<file path="config.mk">
export PLATFORM = sky130hd
export DESIGN_NAME = ai_layer_sequencer
export DESIGN_NICKNAME = d
export VERILOG_FILES = /design/src/rtl/ai_pkg.sv /design/src/rtl/ai_requant.sv /design/src/rtl/ai_layer_sequencer.sv
export SDC_FILE = /design/constraint.sdc
export NUM_CORES = 1
export LEC_CHECK = 0
export BUFFER_PORTS_ARGS = -buffer_cell sky130_fd_sc_hd__buf_2
export CAP_MARGIN = 30
export CELL_PAD_IN_SITES_DETAIL_PLACEMENT = 2
export CELL_PAD_IN_SITES_GLOBAL_PLACEMENT = 2
export CORE_ASPECT_RATIO = 0.6
export CORE_MARGIN = 1
export CORE_UTILIZATION = 41
export DETAILED_ROUTE_END_ITERATION = 10
export PLACE_DENSITY = 0.86
export SLEW_MARGIN = 10
export SYNTH_ARGS = -nofsm -noshare
export SYNTH_HDL_FRONTEND = slang
export SYNTH_SLANG_ARGS = --single-unit
</file>
<file path="constraint.sdc">
create_clock -name clk -period 3.1 [get_ports clk]
set_clock_uncertainty 0.2 [all_clocks]
set_input_delay 0.62 -clock clk [delete_from_list [all_inputs] [get_ports clk]]
set_output_delay 0.62 -clock clk [all_outputs]
set_load 0.02 [all_outputs]
</file>
<file path="src/rtl/ai_pkg.sv">
// Shared types and constants for the four-layer inference sequencer.
// Holds the sequencer state encoding, width defaults and layer indices.
package ai_pkg;

    typedef enum logic [2:0] {
        ST_IDLE,
        ST_LOAD,
        ST_START,
        ST_FEED,
        ST_COLLECT,
        ST_FINISH
    } seq_state_e;

    localparam int IN_DIM_DEF = 32;
    localparam int AW_DEF     = 8;
    localparam int ACCW_DEF   = 18;

    localparam logic [1:0] LAYER_D0 = 2'd0;
    localparam logic [1:0] LAYER_D1 = 2'd1;
    localparam logic [1:0] LAYER_D2 = 2'd2;
    localparam logic [1:0] LAYER_D3 = 2'd3;

endpackage

</file>
<file path="src/rtl/ai_requant.sv">
// Requantizes an MMU accumulator to a non-negative activation:
// negatives become 0, positives are shifted right and clamped to the signed max.
module ai_requant #(
    parameter int AW    = 8,
    parameter int ACCW  = 18,
    parameter int SHIFT = 4
) (
    input  logic [ACCW-1:0] x_i,
    output logic [AW-1:0]   y_o
);
    localparam logic [ACCW-1:0] MAX_VAL = ACCW'((1 << (AW - 1)) - 1);

    logic [ACCW-1:0] shifted;
    assign shifted = x_i >> SHIFT;

    always_comb begin
        y_o = shifted[AW-1:0];
        if (x_i[ACCW-1]) begin
            y_o = '0;
        end else if (shifted > MAX_VAL) begin
            y_o = MAX_VAL[AW-1:0];
        end
    end
endmodule

</file>
<file path="src/rtl/ai_layer_sequencer.sv">
// Drives four MMU layers back to back, ping-ponging activations through one buffer
// and returning the first neuron of the last layer as the inference result.
module ai_layer_sequencer
    import ai_pkg::*;
#(
    parameter int IN_DIM = IN_DIM_DEF,
    parameter int N_FEAT = 4,
    parameter int AW     = AW_DEF,
    parameter int ACCW   = ACCW_DEF,
    parameter int SHIFT  = 4
) (
    input  logic                   clk,
    input  logic                   reset,
    input  logic                   inf_start,
    input  logic                   feat_valid,
    input  logic signed [AW-1:0]   feat_in,
    output logic                   feat_ready,
    output logic                   mmu_start,
    output logic [1:0]             mmu_layer_sel,
    output logic                   mmu_act_valid,
    output logic [AW-1:0]          mmu_act_in,
    input  logic                   mmu_res_valid,
    input  logic signed [ACCW-1:0] mmu_res_out,
    input  logic                   mmu_done,
    output logic                   out_valid,
    output logic signed [ACCW-1:0] out_data,
    output logic                   busy
);
    localparam int RW = (IN_DIM > 1) ? $clog2(IN_DIM) : 1;
    localparam int CW = $clog2(IN_DIM + 1);

    seq_state_e             state_q, state_d;
    logic [1:0]             layer_q, layer_d;
    logic [RW-1:0]          fcnt_q, fcnt_d;
    logic [RW-1:0]          rcnt_q, rcnt_d;
    logic [CW-1:0]          wcnt_q, wcnt_d;
    logic signed [ACCW-1:0] out_data_q, out_data_d;

    logic [AW-1:0]     buf_q [IN_DIM];
    logic [IN_DIM-1:0] wr_en;
    logic [AW-1:0]     wr_data;
    logic [AW-1:0]     rq_val;
    logic              clear_tail;
    logic              feat_fire;
    logic              res_write;

    ai_requant #(
        .AW    (AW),
        .ACCW  (ACCW),
        .SHIFT (SHIFT)
    ) u_requant (
        .x_i (mmu_res_out),
        .y_o (rq_val)
    );

    // wcnt saturates at IN_DIM, so any surplus result beats never reach the buffer
    assign clear_tail = (state_q == ST_IDLE) && inf_start;
    assign feat_fire  = (state_q == ST_LOAD) && feat_valid;
    assign res_write  = (state_q == ST_COLLECT) && mmu_res_valid
                        && (wcnt_q < CW'(IN_DIM)) && (layer_q != LAYER_D3);

    always_comb begin
        wr_data = '0;
        if (state_q == ST_LOAD) begin
            wr_data = feat_in;
        end else if (state_q == ST_COLLECT) begin
            wr_data = rq_val;
        end
    end

    generate
        for (genvar gi = 0; gi < IN_DIM; gi++) begin : g_wr_en
            assign wr_en[gi] = (clear_tail && (gi >= N_FEAT))
                               || (feat_fire && (fcnt_q == RW'(gi)))
                               || (res_write && (wcnt_q == CW'(gi)));
        end
    endgenerate

    // Contents need no reset: every entry is loaded or cleared before its first read.
    always_ff @(posedge clk) begin
        for (int i = 0; i < IN_DIM; i++) begin
            if (wr_en[i]) begin
                buf_q[i] <= wr_data;
            end
        end
    end

    always_ff @(posedge clk or posedge reset) begin
        if (reset) begin
            state_q    <= ST_IDLE;
            layer_q    <= LAYER_D0;
            fcnt_q     <= '0;
            rcnt_q     <= '0;
            wcnt_q     <= '0;
            out_data_q <= '0;
        end else begin
            state_q    <= state_d;
            layer_q    <= layer_d;
            fcnt_q     <= fcnt_d;
            rcnt_q     <= rcnt_d;
            wcnt_q     <= wcnt_d;
            out_data_q <= out_data_d;
        end
    end

    always_comb begin
        state_d       = state_q;
        layer_d       = layer_q;
        fcnt_d        = fcnt_q;
        rcnt_d        = rcnt_q;
        wcnt_d        = wcnt_q;
        out_data_d    = out_data_q;
        feat_ready    = 1'b0;
        mmu_start     = 1'b0;
        mmu_act_valid = 1'b0;
        mmu_act_in    = '0;
        out_valid     = 1'b0;
        busy          = (state_q != ST_IDLE);
        mmu_layer_sel = layer_q;
        out_data      = out_data_q;

        case (state_q)
            ST_IDLE: begin
                if (inf_start) begin
                    state_d = ST_LOAD;
                    layer_d = LAYER_D0;
                    fcnt_d  = '0;
                end
            end
            ST_LOAD: begin
                feat_ready = 1'b1;
                if (feat_valid) begin
                    fcnt_d = fcnt_q + 1'b1;
                    if (fcnt_q == RW'(N_FEAT - 1)) begin
                        state_d = ST_START;
                    end
                end
            end
            ST_START: begin
                mmu_start = 1'b1;
                rcnt_d    = '0;
                state_d   = ST_FEED;
            end
            ST_FEED: begin
                mmu_act_valid = 1'b1;
                mmu_act_in    = buf_q[rcnt_q];
                rcnt_d        = rcnt_q + 1'b1;
                if (rcnt_q == RW'(IN_DIM - 1)) begin
                    rcnt_d  = '0;
                    wcnt_d  = '0;
                    state_d = ST_COLLECT;
                end
            end
            ST_COLLECT: begin
                if (mmu_res_valid && (wcnt_q < CW'(IN_DIM))) begin
                    wcnt_d = wcnt_q + 1'b1;
                    if ((layer_q == LAYER_D3) && (wcnt_q == '0)) begin
                        out_data_d = mmu_res_out;
                    end
                end
                // A short result burst still advances; unwritten entries keep old data.
                if (mmu_done) begin
                    if (layer_q == LAYER_D3) begin
                        state_d = ST_FINISH;
                    end else begin
                        layer_d = layer_q + 1'b1;
                        state_d = ST_START;
                    end
                end
            end
            ST_FINISH: begin
                out_valid = 1'b1;
                state_d   = ST_IDLE;
            end
            default: begin
                state_d = ST_IDLE;
            end
        endcase
    end
endmodule
</file>
==> impl_metrics.yaml <==
worst_setup_path:
  crit_family: "buffers and inverters"
  crit_chain: "buf_12 -> buf_12 -> buf_4 -> mux2i_1 -> a22oi_2 -> a21oi_1 -> nor4_4 -> buf_4"
  max_stage_delay_ns: 0.55
  worst_ep_arrival_time_ns: 2.78
  critPathMaxFanout: 6
  critPathKind: "reg -> out"
  crit_buf_inv: 4
  setup.worst_path.start_class: "flop"
  worstPathRequired_ns: 2.28
  endpoint_kind: "output port"
  cp_slowest_cell: "dfrtp_4"
logic_synthesis:
  synth_warnings: 0
  synthCells: 768
  synth_top_area_cell: "edfxtp_1"
  synth_nets: 813
  synth_area_per_cell_um2: 16.4
  syn_area_um2: 12600
  synth_cell_type_count: 56
  ys.flop_type: "edfxtp_1"
  synthArstFlopShare: 0.132
  ys_ff_latch: 295
  netlist.area_leader.share: 0.612
  synth_area_leaders: "edfxtp_1, mux4_2, dfrtp_1"
  post-synth-top-count-cell: "edfxtp_1"
  synth_edf_count: 256
  synth_common_cells: "edfxtp_1, mux4_2, nand2_1"
  seq_area_frac_synth: 0.689
sta:
  timing.fmax_ghz: 0.278
  max_slew_margin: 0.333
  whs_ns: 0.0800
  layout_min_cycle_time_ns: 3.60
  fin_crit_sh: 1.16
  rsz0062_at_grt: "yes"
  fin_ws_ns: -0.502
  setup_violations: 9
  hold_viol: 0
  tightest_slew_ns: 0.998
  finalMaxSlewViolations: 0
clock_network:
  cts_tree: "yes"
  cts-root-buf: "clkbuf_16"
  path_clk_slew_ns: 0.07
  cts.sinks: 295
  clk_latency_ns: 0.58
  cts_buffers: 29
  clk_path_buf_depth: 3
  cts_max_level: 1
die:
  ios: 65
  dieArea_um2: 31400
  die_w_um: 228
  initial_core_util: 0.418
  coreArea_um2: 30000
  fp.dieH_um: 138
  placementRows: 49
final_layout:
  fill_cells: 2642
  drive_gt1_frac: 0.369
  final_util: 0.524
  syn_to_final_growth_pct: 25.3
  nets: 947
power:
  peakVddDrop_mv: 0.496
  power.density_nw_per_um2: 954
  power_leakage_nw: 5.71
detailed_routing:
  drt_first_pass_iters: 7
  viasPerCell: 6.68
  ant_nets: 0
  routed_wl_mm: 54.4
  wl_per_cell_um: 40.8
  drt_iter0_drc: 1406
  drc: 0
  vias: 8908
global_routing:
  antenna_found_initial: 1
  grt_max_degree: 33
  grt_pass1_wl_mm: 72.1
  grt_util_met1: 0.434
  grt.total_usage: 0.329
  use_met3: 0.0658
  grt-busiest-layer: "met2"
  grt_pass1_vias: 9069
  met2_usage: 0.550
  overflow: 0
outcome:
  violations: "setup timing"
  status: "finished, violations left"
placed_design:
  hpwl_mm: 28.6
  finalWeightedCongestion: 0.828
  port_buffers: 64
hold_path:
  hold_class: "in -> reg"
job:
  drv_cap: 0
-- final cells by class --
cell class                 instances  area [µm²]  area share
clock buffer                      32         737      0.0468
clock inverter                    21         308      0.0195
sequential                       295        8670       0.550
antenna                            1        2.50    0.000159
inverter                           9        33.8     0.00214
tap                              408         510      0.0324
multi-input combinational        415        4170       0.265
timing repair buffer             152        1320      0.0839
-- where the power goes --
part / internal (W) / switching (W) / leakage [nW]
clock network: 0.00238 / 0.00183 / 0.508
registers: 0.00470 / 0.000275 / 2.86
logic: 0.00236 / 0.00347 / 2.34
total: 0.00945 / 0.00558 / 5.71
-- layer usage --
metal | wire length (µm) | share of wire
met1 | 21100 | 0.39
met2 | 26100 | 0.48
met4 | 2220 | 0.041
met3 | 5070 | 0.093
met5 | 0 | 0
-- stage by stage --
stage	setup WS (ns)	std cells	setup TNS [ns]	instance area, µm²	total power [W]
after floorplan	-0.205	768	-45.86	12600	0.00735
after global placement	-0.0573	1263	-0.0573	13900	0.00884
after detailed placement	-0.218	1263	-0.421	13900	0.00920
after CTS	-0.407	1324	-3.00	15600	0.0143
after global routing	-0.536	1333	-3.81	15800	0.0152
final	-0.502	1333	-3.52	15800	0.0150
-- cells in the final DEF, fill, tap and decap left out, drive strengths merged, types with 19 or more instances in the layout --
cell type and count:
mux2 26, mux2i 32, nand3 23, nor2b 24
o21ai 30, buf 151, dfrtp 39, mux4 48
edfxtp 256, nand2 47, nand4 19, clkbuf 32
nor2 20
-- cells by family after synthesis --
logic type | synth area share
fa+ha+maj | 0.0129
compound gates | 0.0564
simple gates | 0.0854
flops | 0.689
xor+xnor | 0.00139
buf+inv | 0.0198
mux | 0.135
-- registers in the layout, indices dropped and copies added, names as in the netlist --
register / count
buf_q: 256
fcnt_q: 5
mmu_layer_sel: 2
out_data: 18
rcnt_q: 5
state_q: 3
wcnt_q: 6
-- what timing repair did --
action	in CTS	in global routing
gates resized for setup	102	23
setup buffers	8	8
endpoints found under the hold margin	21	0
pin swaps	23	15
hold buffers	1	0
cloned	3	0
setup endpoints to repair	8	26
-- path summary, 6_finish.rpt --
| path | cells past startpoint | from | slack (ns) | endpoint |
|---|---|---|---|---|
| hold / removal | 2 | mmu_res_out[1] | 0.08 | out_data[1] |
| max in group asynchronous | 5 | reset | 1.61 | rcnt_q[0] |
| setup reg to reg | 7 | rcnt_q[0] | -0.06 | wcnt_q[4] |
| min in group asynchronous | 3 | reset | 0.34 | fcnt_q[4] |
| setup / recovery | 8 | rcnt_q[1] | -0.50 | mmu_act_in[3] |
| hold reg to reg | 1 | out_data[2] | 0.32 | out_data[2] |
-- worst reg2reg max path: cells and delay by family, from the launching register on --
kind,cells,cell delay [ns]
AND/OR/NAND/NOR,3,0.93
adder cells (fa/ha/maj),2,0.74
flip-flops,1,0.63
AO/OA/AOI/OAI,1,0.35
buffers and inverters,1,0.23
No activity file was read; power rests on OpenSTA's default activity.
